**src/rtl/yakbd_pkg.sv**
```systemverilog
// Shared scancode/ASCII constants and parser state encoding for the yakbd
// PS/2 set-2 keyboard decoder.
package yakbd_pkg;

  localparam logic [7:0] SC_BREAK  = 8'hF0;
  localparam logic [7:0] SC_EXT    = 8'hE0;
  localparam logic [7:0] SC_LSHIFT = 8'h12;
  localparam logic [7:0] SC_RSHIFT = 8'h59;
  localparam logic [7:0] SC_CTRL   = 8'h14;
  localparam logic [7:0] SC_CAPS   = 8'h58;

  localparam logic [7:0] ASC_UP    = 8'h01;
  localparam logic [7:0] ASC_DOWN  = 8'h02;
  localparam logic [7:0] ASC_LEFT  = 8'h03;
  localparam logic [7:0] ASC_RIGHT = 8'h04;
  localparam logic [7:0] ASC_BS    = 8'h08;
  localparam logic [7:0] ASC_LF    = 8'h0A;

  typedef enum logic [1:0] {
    ST_IDLE    = 2'd0,
    ST_BRK     = 2'd1,
    ST_EXT     = 2'd2,
    ST_EXT_BRK = 2'd3
  } state_t;

endpackage

```
**src/rtl/yakbd_scan_lut.sv**
```systemverilog
// Combinational set-2 make-code to ASCII translation (US layout) with
// shift/caps applied; ctrl chords are handled by the caller.
module yakbd_scan_lut
  import yakbd_pkg::*;
(
  input  logic [7:0] code,
  input  logic       ext,
  input  logic       shift,
  input  logic       caps,
  output logic [7:0] ascii,
  output logic       is_letter,
  output logic       hit
);

  logic [7:0] letter_lc;
  logic [7:0] sym_base;
  logic [7:0] sym_shift;

  always_comb begin
    letter_lc = 8'h00;
    case (code)
      8'h1C: letter_lc = 8'h61;  8'h32: letter_lc = 8'h62;
      8'h21: letter_lc = 8'h63;  8'h23: letter_lc = 8'h64;
      8'h24: letter_lc = 8'h65;  8'h2B: letter_lc = 8'h66;
      8'h34: letter_lc = 8'h67;  8'h33: letter_lc = 8'h68;
      8'h43: letter_lc = 8'h69;  8'h3B: letter_lc = 8'h6A;
      8'h42: letter_lc = 8'h6B;  8'h4B: letter_lc = 8'h6C;
      8'h3A: letter_lc = 8'h6D;  8'h31: letter_lc = 8'h6E;
      8'h44: letter_lc = 8'h6F;  8'h4D: letter_lc = 8'h70;
      8'h15: letter_lc = 8'h71;  8'h2D: letter_lc = 8'h72;
      8'h1B: letter_lc = 8'h73;  8'h2C: letter_lc = 8'h74;
      8'h3C: letter_lc = 8'h75;  8'h2A: letter_lc = 8'h76;
      8'h1D: letter_lc = 8'h77;  8'h22: letter_lc = 8'h78;
      8'h35: letter_lc = 8'h79;  8'h1A: letter_lc = 8'h7A;
      default: letter_lc = 8'h00;
    endcase
  end

  // Digits and punctuation: {unshifted, shifted}; caps lock does not apply.
  always_comb begin
    sym_base  = 8'h00;
    sym_shift = 8'h00;
    case (code)
      8'h16: {sym_base, sym_shift} = {8'h31, 8'h21};
      8'h1E: {sym_base, sym_shift} = {8'h32, 8'h40};
      8'h26: {sym_base, sym_shift} = {8'h33, 8'h23};
      8'h25: {sym_base, sym_shift} = {8'h34, 8'h24};
      8'h2E: {sym_base, sym_shift} = {8'h35, 8'h25};
      8'h36: {sym_base, sym_shift} = {8'h36, 8'h5E};
      8'h3D: {sym_base, sym_shift} = {8'h37, 8'h26};
      8'h3E: {sym_base, sym_shift} = {8'h38, 8'h2A};
      8'h46: {sym_base, sym_shift} = {8'h39, 8'h28};
      8'h45: {sym_base, sym_shift} = {8'h30, 8'h29};
      8'h0E: {sym_base, sym_shift} = {8'h60, 8'h7E};
      8'h4E: {sym_base, sym_shift} = {8'h2D, 8'h5F};
      8'h55: {sym_base, sym_shift} = {8'h3D, 8'h2B};
      8'h54: {sym_base, sym_shift} = {8'h5B, 8'h7B};
      8'h5B: {sym_base, sym_shift} = {8'h5D, 8'h7D};
      8'h5D: {sym_base, sym_shift} = {8'h5C, 8'h7C};
      8'h4C: {sym_base, sym_shift} = {8'h3B, 8'h3A};
      8'h52: {sym_base, sym_shift} = {8'h27, 8'h22};
      8'h41: {sym_base, sym_shift} = {8'h2C, 8'h3C};
      8'h49: {sym_base, sym_shift} = {8'h2E, 8'h3E};
      8'h4A: {sym_base, sym_shift} = {8'h2F, 8'h3F};
      8'h29: {sym_base, sym_shift} = {8'h20, 8'h20};
      8'h66: {sym_base, sym_shift} = {ASC_BS, ASC_BS};
      8'h5A: {sym_base, sym_shift} = {ASC_LF, ASC_LF};
      default: {sym_base, sym_shift} = {8'h00, 8'h00};
    endcase
  end

  always_comb begin
    ascii     = 8'h00;
    is_letter = 1'b0;
    hit       = 1'b0;
    if (ext) begin
      hit = 1'b1;
      case (code)
        8'h75:   ascii = ASC_UP;
        8'h72:   ascii = ASC_DOWN;
        8'h6B:   ascii = ASC_LEFT;
        8'h74:   ascii = ASC_RIGHT;
        8'h5A:   ascii = ASC_LF;
        8'h4A:   ascii = 8'h2F;
        default: hit = 1'b0;
      endcase
    end else if (letter_lc != 8'h00) begin
      hit       = 1'b1;
      is_letter = 1'b1;
      ascii     = (shift ^ caps) ? (letter_lc & 8'hDF) : letter_lc;
    end else if (sym_base != 8'h00) begin
      hit   = 1'b1;
      ascii = shift ? sym_shift : sym_base;
    end
  end

endmodule

```
**src/rtl/yakbd_keydecode.sv**
```systemverilog
// PS/2 set-2 byte stream decoder: prefix FSM, modifier tracking, ctrl remap
// and a first-word fall-through character FIFO drained by valid/ready.
module yakbd_keydecode
  import yakbd_pkg::*;
#(
  parameter int FIFO_DEPTH = 8,
  parameter int CTRL_MODE  = 1
) (
  input  logic                          clk,
  input  logic                          rst,
  input  logic                          scan_valid,
  input  logic [7:0]                    scan_data,
  output logic                          ascii_valid,
  output logic [7:0]                    ascii_data,
  input  logic                          ascii_ready,
  output logic                          shift_o,
  output logic                          ctrl_o,
  output logic                          caps_o,
  output logic [$clog2(FIFO_DEPTH):0]   fifo_count,
  output logic                          overflow
);

  localparam int AW = $clog2(FIFO_DEPTH);
  localparam int CW = AW + 1;
  localparam logic [CW-1:0] FULL_CNT = CW'(FIFO_DEPTH);

  // Handshake: a character transfers on a clk edge where ascii_valid and
  // ascii_ready are both high; ascii_data is stable while valid waits.

  state_t state;
  logic   l_shift, r_shift, l_ctrl, r_ctrl, caps, caps_held;

  logic       key_valid, key_ext, key_brk;
  state_t     state_next;
  logic [7:0] lut_ascii, ch;
  logic       lut_letter, lut_hit;
  logic       push, pop, full, accept;

  logic [7:0]    mem [FIFO_DEPTH];
  logic [AW-1:0] wr_ptr, rd_ptr;
  logic [CW-1:0] count;

  // Prefix bytes move the parser; every other byte is a key event whose
  // make/break and extended flags come from the current state.
  always_comb begin
    key_valid  = 1'b0;
    key_ext    = 1'b0;
    key_brk    = 1'b0;
    state_next = state;
    if (scan_valid) begin
      case (state)
        ST_IDLE: begin
          if (scan_data == SC_EXT)        state_next = ST_EXT;
          else if (scan_data == SC_BREAK) state_next = ST_BRK;
          else                            key_valid  = 1'b1;
        end
        ST_EXT: begin
          key_ext = 1'b1;
          if (scan_data == SC_BREAK)      state_next = ST_EXT_BRK;
          else if (scan_data != SC_EXT) begin
            key_valid  = 1'b1;
            state_next = ST_IDLE;
          end
        end
        ST_BRK: begin
          key_brk = 1'b1;
          if (scan_data != SC_BREAK) begin
            key_valid  = 1'b1;
            state_next = ST_IDLE;
          end
        end
        default: begin
          key_ext    = 1'b1;
          key_brk    = 1'b1;
          key_valid  = 1'b1;
          state_next = ST_IDLE;
        end
      endcase
    end
  end

  yakbd_scan_lut u_lut (
    .code      (scan_data),
    .ext       (key_ext),
    .shift     (shift_o),
    .caps      (caps_o),
    .ascii     (lut_ascii),
    .is_letter (lut_letter),
    .hit       (lut_hit)
  );

  always_comb begin
    ch = lut_ascii;
    if (ctrl_o && CTRL_MODE == 1 && lut_letter)
      ch = lut_ascii & 8'h1F;
    else if (ctrl_o && CTRL_MODE == 0 && !key_ext && scan_data == 8'h21)
      ch = 8'h14;
  end

  assign push   = key_valid && !key_brk && lut_hit && (ch != 8'h00);
  assign pop    = ascii_ready && (count != '0);
  assign full   = (count == FULL_CNT);
  assign accept = push && (!full || pop);

  always_ff @(posedge clk) begin
    if (rst) begin
      state     <= ST_IDLE;
      l_shift   <= 1'b0;
      r_shift   <= 1'b0;
      l_ctrl    <= 1'b0;
      r_ctrl    <= 1'b0;
      caps      <= 1'b0;
      caps_held <= 1'b0;
      wr_ptr    <= '0;
      rd_ptr    <= '0;
      count     <= '0;
      overflow  <= 1'b0;
    end else begin
      state    <= state_next;
      overflow <= push && !accept;
      if (key_valid) begin
        if (!key_ext && scan_data == SC_LSHIFT) l_shift <= !key_brk;
        if (!key_ext && scan_data == SC_RSHIFT) r_shift <= !key_brk;
        if (!key_ext && scan_data == SC_CTRL)   l_ctrl  <= !key_brk;
        if (key_ext && scan_data == SC_CTRL)    r_ctrl  <= !key_brk;
        // Typematic caps repeats keep caps_held set, so only the first toggles.
        if (!key_ext && scan_data == SC_CAPS) begin
          if (key_brk) begin
            caps_held <= 1'b0;
          end else begin
            caps_held <= 1'b1;
            if (!caps_held) caps <= !caps;
          end
        end
      end
      if (accept) wr_ptr <= wr_ptr + 1'b1;
      if (pop)    rd_ptr <= rd_ptr + 1'b1;
      if (accept && !pop)      count <= count + 1'b1;
      else if (!accept && pop) count <= count - 1'b1;
    end
  end

  always_ff @(posedge clk) begin
    if (accept) mem[wr_ptr] <= ch;
  end

  assign shift_o     = l_shift | r_shift;
  assign ctrl_o      = l_ctrl | r_ctrl;
  assign caps_o      = caps;
  assign fifo_count  = count;
  assign ascii_valid = (count != '0);
  assign ascii_data  = (count != '0) ? mem[rd_ptr] : 8'h00;

endmodule

```
**config.mk**
```make
export PLATFORM = sky130hd
export DESIGN_NAME = yakbd_keydecode
export DESIGN_NICKNAME = d
export VERILOG_FILES = /design/src/rtl/yakbd_pkg.sv /design/src/rtl/yakbd_scan_lut.sv /design/src/rtl/yakbd_keydecode.sv
export SDC_FILE = /design/constraint.sdc
export NUM_CORES = 1
export LEC_CHECK = 0
export ABC_CLOCK_PERIOD_IN_PS = 4400
export CAP_MARGIN = 20
export CORE_MARGIN = 2
export CORE_UTILIZATION = 60
export CTS_CLUSTER_DIAMETER = 60
export CTS_CLUSTER_SIZE = 24
export DETAILED_ROUTE_END_ITERATION = 6
export GPL_TIMING_DRIVEN = 0
export HOLD_SLACK_MARGIN = 0.02
export PLACE_DENSITY = 0.8
export SLEW_MARGIN = 20
export SYNTH_ARGS = -nofsm -noshare
export SYNTH_HDL_FRONTEND = slang
export SYNTH_SLANG_ARGS = --single-unit
```
**constraint.sdc**
```tcl
create_clock -name clk -period 4.4 [get_ports clk]
set_input_delay 0.44 -clock clk [delete_from_list [all_inputs] [get_ports clk]]
set_output_delay 0.44 -clock clk [all_outputs]
set_load 0.05 [all_outputs]
```
==> impl_metrics.json, run 1 <==
{
  "status": "complete, no violations",
  "tritoncts": "yes",
  "reg2regPathDepth": 18,
  "grt_pass1_vias": 4220,
  "cp_data_arrival_time_ns": 4.58,
  "numCtsBuffers": 9,
  "leakage_nw": 2.15,
  "synth_top_family_by_area": "simple AND/OR/NAND/NOR gates",
  "yosysSeqAreaShare_pct": 41.1,
  "synth_adder_area_share_pct": 3.30,
  "insertion_delay_ns": 0.34,
  "slew_headroom_pct": 40.7,
  "cts-root-buf": "clkbuf_8",
  "r2r_end": "fifo_count[3]",
  "pre_cts_slack_ns": -1.14,
  "min_period_ns": 4.30,
  "num_rows": 33,
  "layout-drive-gt1-share_pct": 23.5,
  "postCtsHoldBufs": 0,
  "die_area_um2": 9360,
  "routabilityCongestion": 1.02,
  "drt-initial-drc-count": 341,
  "maxCapViolCount": 0,
  "grt.overflow.total": 0,
  "ir_worst_vdd_uv": 316,
  "finalSetupViolCount": 0,
  "cts.sink_count": 78,
  "timing.fmax_ghz": 0.233,
  "synth_edf_count": 56,
  "track_usage_pct": 31.3,
  "ys_top_cells_by_area": "edfxtp_1, dfxtp_1, mux4_2",
  "fin_crit_sh_pct": 97.7,
  "syn_to_final_growth_pct": 16.3,
  "avgSynthCellArea_um2": 10.7,
  "antenna_cells": 0,
  "synth_cell_types": 94,
  "synth_area_um2": 5160,
  "slew_viol_final": 0,
  "antenna_found_initial": 0,
  "start_kind": "input port",
  "place_hpwl_um": 10700,
  "htreeDepth": 3,
  "synth-xor-area-share_pct": 1.72,
  "port_buffers": 25,
  "whs_ns": 0.513,
  "ys_ff_latch": 78,
  "synth.most_common_cell": "edfxtp_1",
  "die_h_um": 96.8,
  "synth.net_count": 509,
  "yosys.area.top_type": "edfxtp_1",
  "synth_common_cells": "edfxtp_1, nor2_1, a21oi_1",
  "crit_type": "input port to flop",
  "tightest_slew_ns": 0.883,
  "start_util_pct": 62.2,
  "fin_nets": 551,
  "drt_drc_violations_left": 0,
  "viasPerCell": 6.76,
  "fin_area_um2": 6000,
  "worstSetupStartpoint": "scan_data[5]",
  "clockBufferDepth": 2,
  "synth_top_area_share_pct": 32.6,
  "r2r-start": "r_shift",
  "end_kind": "flop",
  "ys.flop_type": "edfxtp_1",
  "num_vias": 4299,
  "yosys.area_share.simple_pct": 19.9,
  "hp-class": "flop to flop",
  "fin_total_pwr_mw": 2.41,
  "hold_violations": 0,
  "muxShareOfSynthArea_pct": 10.6,
  "synth_compound_area_share_pct": 17.6,
  "ios": 29,
  "yosysWarnings": 0,
  "path_max_fanout": 10,
  "p_per_area_nw_per_um2": 401,
  "netlist_instances": 484,
  "min_delay_path_depth": 2,
  "wl_per_cell_um": 22.9,
  "setup_tns_ns": 0,
  "grt_max_degree": 15,
  "grt_pass1_wl_um": 22700,
  "drt-pass1-iter-count": 6,
  "clkTransAtPathRegs_ns": 0.08,
  "crit_end": "fifo_count[3]",
  "rrSetupSlack_ns": 0.47,
  "post-route-worst-setup-slack_ns": 0.0996,
  "synth-async-reset-ratio_pct": 0,
  "wirelength_um": 14600,
  "worst_ep_required_time_ns": 4.68,
  "postPlaceCellArea_um2": 5550,
  "finClkSkew_ns": 0.0112,
  "die_w_um": 96.8,
  "core_um2": 8300,
  "final_antenna_net_count": 0
}
[worst min-delay path by stage]
stage | from | to | slack (ns)
after global routing | scan_valid | state[0] | 0.52
after floorplan | rd_ptr[1] | flop | 0.45
after detailed placement | rd_ptr[1] | rd_ptr[1] | 0.50
final | r_ctrl | r_ctrl | 0.51
after CTS | scan_valid | state[0] | 0.48
after global placement | rd_ptr[1] | rd_ptr[1] | 0.47
[cell type report]
cell class / count / area, um2
plain buffers: 35 / 273
clock buffers: 10 / 128
clock inverters: 6 / 37.5
fillers: 606 / 2290
inverters: 13 / 51.3
multi-input cells: 356 / 2940
flip-flops and latches: 78 / 2120
well taps: 105 / 131
repair buffers: 33 / 319
[metrics by stage]
stage               instances  util, %
floorplan                 484        -
global placement          614     66.8
detailed placement        614     66.9
CTS                       631     70.1
global route              636     72.4
finish                    636     72.4
[logic make-up after synthesis]
logic type | Yosys count
and+or+nand+nor | 178
AOI/OAI and AO/OA | 120
muxes | 36
adders and majority gates | 13
DFF | 78
xor gates and xnor gates | 8
other | 1
buffers and inverters | 50
[layout by cell type (no fill, tap or decap), drive strengths merged, types with 8 or more instances in the layout]
cell type,n
nor2b,10
clkbuf,18
mux2i,19
edfxtp,56
o211ai,8
buf,35
a21oi,28
nand2,25
nor3,11
ha,12
nand2b,17
clkdlybuf4s50,20
inv,15
nand3,18
o21ai,18
nor2,42
mux4,14
dfxtp,22
[sequential cells by signal, summed over array words and instances (netlist names), named ones only]
register and cells:
mem 56, fifo_count 4, rd_ptr 3, wr_ptr 3
state 2, caps_held 1, caps_o 1, l_ctrl 1
l_shift 1, overflow 1, r_ctrl 1, r_shift 1
[critical path, stage by stage]
cell,delay [ns]
clkdlybuf4s50_1,0.51
buf_6,0.17
and2_1,0.13
buf_2,0.21
o211ai_1,0.15
a32oi_1,0.31
a21boi_2,0.25
and4b_2,0.32
a31oi_1,0.13
o21a_1,0.22
and3_4,0.19
buf_6,0.13
ha_1,0.21
inv_2,0.09
ha_1,0.23
a21o_1,0.18
a21oi_1,0.16
xnor2_1,0.09
or3_1,0.31
a21oi_1,0.14
[timing repair]
item,CTS,global route
buffers inserted,1,7
pin swaps,2,10
gates resized for setup,31,34
endpoints found under the setup margin,59,1
[where the power goes]
part / internal [mW] / switching [mW]
clock: 0.204 / 0.248
sequential: 0.836 / 0.0466
combinational: 0.410 / 0.663
[metal layers]
layer  up-vias  wire length (um)  global-route usage, %
li1       1951                 -                      -
met1      2053              5440                   36.7
met2       231              7330                   54.1
met3        64              1010                   5.71
met5         -                 0                      0
met4         0               799                   17.4
No activity file was read; power rests on OpenSTA's default activity.
==> run 2, diff against run 1 <==
- ABC_AREA: default -> 1
==> run 2 against run 1 <==
Sequential cell count did not move. Cell area fell by 7.9%. Register-to-register slack improved by 0.05 ns. Highest routed layer unchanged. Sequential power rose by 1%.
==> impl_metrics.json, run 2 <==
{
  "status": "complete, no violations",
  "path_delay_family": "simple AND/OR/NAND/NOR gates",
  "path_depth": 27,
  "synth_top_area_share_pct": 34.5,
  "path_max_fanout": 6,
  "slew_headroom_pct": 56.2,
  "maxCapViolCount": 0,
  "reg2regPathDepth": 22,
  "comb_power_share_pct": 43.0,
  "start_util_pct": 62.5,
  "drt-pass1-iter-count": 5,
  "ys_ff_latch": 78,
  "grt_max_degree": 15,
  "n_fill_cell": 614,
  "min_delay_path_depth": 2,
  "place_hpwl_um": 9850,
  "p_int_mw": 1.46,
  "tritoncts": "yes",
  "timing.fmax_ghz": 0.241,
  "power_switching_mw": 1.06,
  "insertion_delay_ns": 0.35,
  "syn_to_final_growth_pct": 13.4,
  "synth-async-reset-ratio_pct": 0,
  "die_area_um2": 8870,
  "die_h_um": 94.2,
  "cts-root-buf": "clkbuf_8",
  "netlist_instances": 653,
  "yosysWarnings": 0,
  "fin_total_pwr_mw": 2.51,
  "routabilityCongestion": 0.979,
  "fin_area_um2": 5530,
  "ios": 29,
  "avgSynthCellArea_um2": 7.47,
  "grt_pass1_vias": 4325,
  "p_per_area_nw_per_um2": 455,
  "antenna_found_initial": 0,
  "antenna_cells": 0,
  "hold_violations": 0,
  "viasPerCell": 5.78,
  "regMostFlops": "mem",
  "finClkSkew_ns": 0.0102,
  "yosys.area.top_type": "edfxtp_1",
  "p_clk_share_pct": 21.4,
  "layout-drive-gt1-share_pct": 10.7,
  "clockBufferDepth": 2,
  "numCtsBuffers": 9,
  "critPathBufInv": 5,
  "crit_top_cell": "nand2_1",
  "yosysSeqAreaShare_pct": 43.5,
  "netSwitchingFraction_pct": 42.1,
  "postCtsHoldBufs": 0,
  "layout_common_cells": "nand2_1, nor2_1, inv_1",
  "post-route-worst-setup-slack_ns": 0.244,
  "final_common_cell": "nand2_1",
  "synth_edf_count": 56,
  "hp-class": "flop to flop",
  "cp_data_arrival_time_ns": 4.40,
  "fin_crit_sh_pct": 94.5,
  "regArea_um2": 2120,
  "postPlaceCellArea_um2": 5260,
  "dp_cells": 780,
  "drt-initial-drc-count": 396,
  "htreeDepth": 3,
  "worst_ep_required_time_ns": 4.65,
  "largest_reg_flops": 56,
  "clkTransAtPathRegs_ns": 0.08,
  "p_seq_share_pct": 35.6,
  "instances_no_fill": 800,
  "core_um2": 7810,
  "leakage_nw": 2.47,
  "drt_drc_violations_left": 0,
  "end_kind": "flop",
  "slowest_delay_ns": 0.51,
  "ys.flop_type": "edfxtp_1",
  "synth.most_common_cell": "nand2_1",
  "fin_nets": 718,
  "tightest_slew_ns": 0.655,
  "wl_per_cell_um": 16.3,
  "grt.overflow.total": 0,
  "synth_area_um2": 4880,
  "port_buffers": 25,
  "slew_viol_final": 0,
  "synth_cell_types": 44,
  "final_antenna_net_count": 0,
  "track_usage_pct": 30.8,
  "num_rows": 32,
  "start_kind": "input port",
  "crit_type": "input port to flop",
  "finalSetupViolCount": 0,
  "cts.sink_count": 78,
  "synth_common_cells": "nand2_1, nor2_1, inv_1",
  "die_w_um": 94.2,
  "multiInputGateArea_um2": 2410,
  "pre_cts_slack_ns": -0.658,
  "min_period_ns": 4.16,
  "num_vias": 4620,
  "cp_slowest_cell": "clkdlybuf4s50_1",
  "wirelength_um": 13100,
  "ys_top_cells_by_area": "edfxtp_1, nand2_1, nor2_1",
  "ir_worst_vdd_uv": 202,
  "synth.net_count": 678,
  "grt_pass1_wl_um": 20800
}
[run 2: repair_timing]
| item | 4_1_cts | 5_1_grt |
|---|---|---|
| endpoints found under the setup margin | 1 | 2 |
| endpoints found under the hold margin | 0 | 0 |
| pin swaps | 0 | 4 |
| gates resized for setup | 4 | 9 |
| setup buffers | 0 | 4 |
[run 2: power groups by stage]
stage | combinational [mW] | clock [mW] | sequential (mW)
after floorplan | 0.686 | 0 | 0.948
after global placement | 1.01 | 0 | 0.907
after detailed placement | 1.06 | 0 | 0.912
after CTS | 1.06 | 0.541 | 0.895
after global routing | 1.17 | 0.573 | 0.904
final | 1.08 | 0.537 | 0.896
[run 2: kinds of logic after synthesis]
logic type	synth area share (%)
buffers and inverters	7.82
xor gates and xnor gates	0.180
adders and majority gates	3.49
and+or+nand+nor	33.3
AOI/OAI and AO/OA	11.6
other	0.0769
DFF	43.5
[run 2: final cells by class]
type                    count  area share [%]
multi-input cells         482            43.6
flip-flops and latches     78            38.4
inverters                  77            5.31
repair buffers             29            5.11
clock buffers              11            3.14
well taps                 102            2.31
plain buffers              16            1.58
clock inverters             5           0.611
[run 2: path summary, 6_finish.rpt]
| path | startpoint | endpoint | slack (ns) |
|---|---|---|---|
| min | r_shift | r_shift | 0.47 |
| min reg2reg | r_shift | r_shift | 0.47 |
| max | scan_data[0] | fifo_count[3] | 0.24 |
| max reg2reg | r_shift | fifo_count[3] | 0.52 |
[run 2: stage by stage]
stage               setup TNS (ns)  utilization, %  hold slack [ns]
floorplan                        0               -            0.424
global placement            -0.714            67.3            0.437
detailed placement           -1.48            67.3            0.441
CTS                              0            70.1            0.461
global route               -0.0158            70.9            0.492
finish                           0            70.9            0.472
[run 2: metal layers]
metal | vias to the layer above | share of wire, % | GRT usage (%)
met5 | - | 0 | 0
met4 | 0 | 3.2 | 12.0
met3 | 40 | 5.5 | 4.49
met2 | 218 | 51 | 56.3
met1 | 2108 | 40 | 36.1
li1 | 2254 | - | -
[run 2: worst reg2reg max path, delay by kind of cell (launching register included)]
kind / cells / cell delay [ns]
buffers and inverters: 3 / 0.62
AOI/OAI and AO/OA: 5 / 0.79
DFF: 1 / 0.32
adders and majority gates: 2 / 0.45
and+or+nand+nor: 12 / 1.62
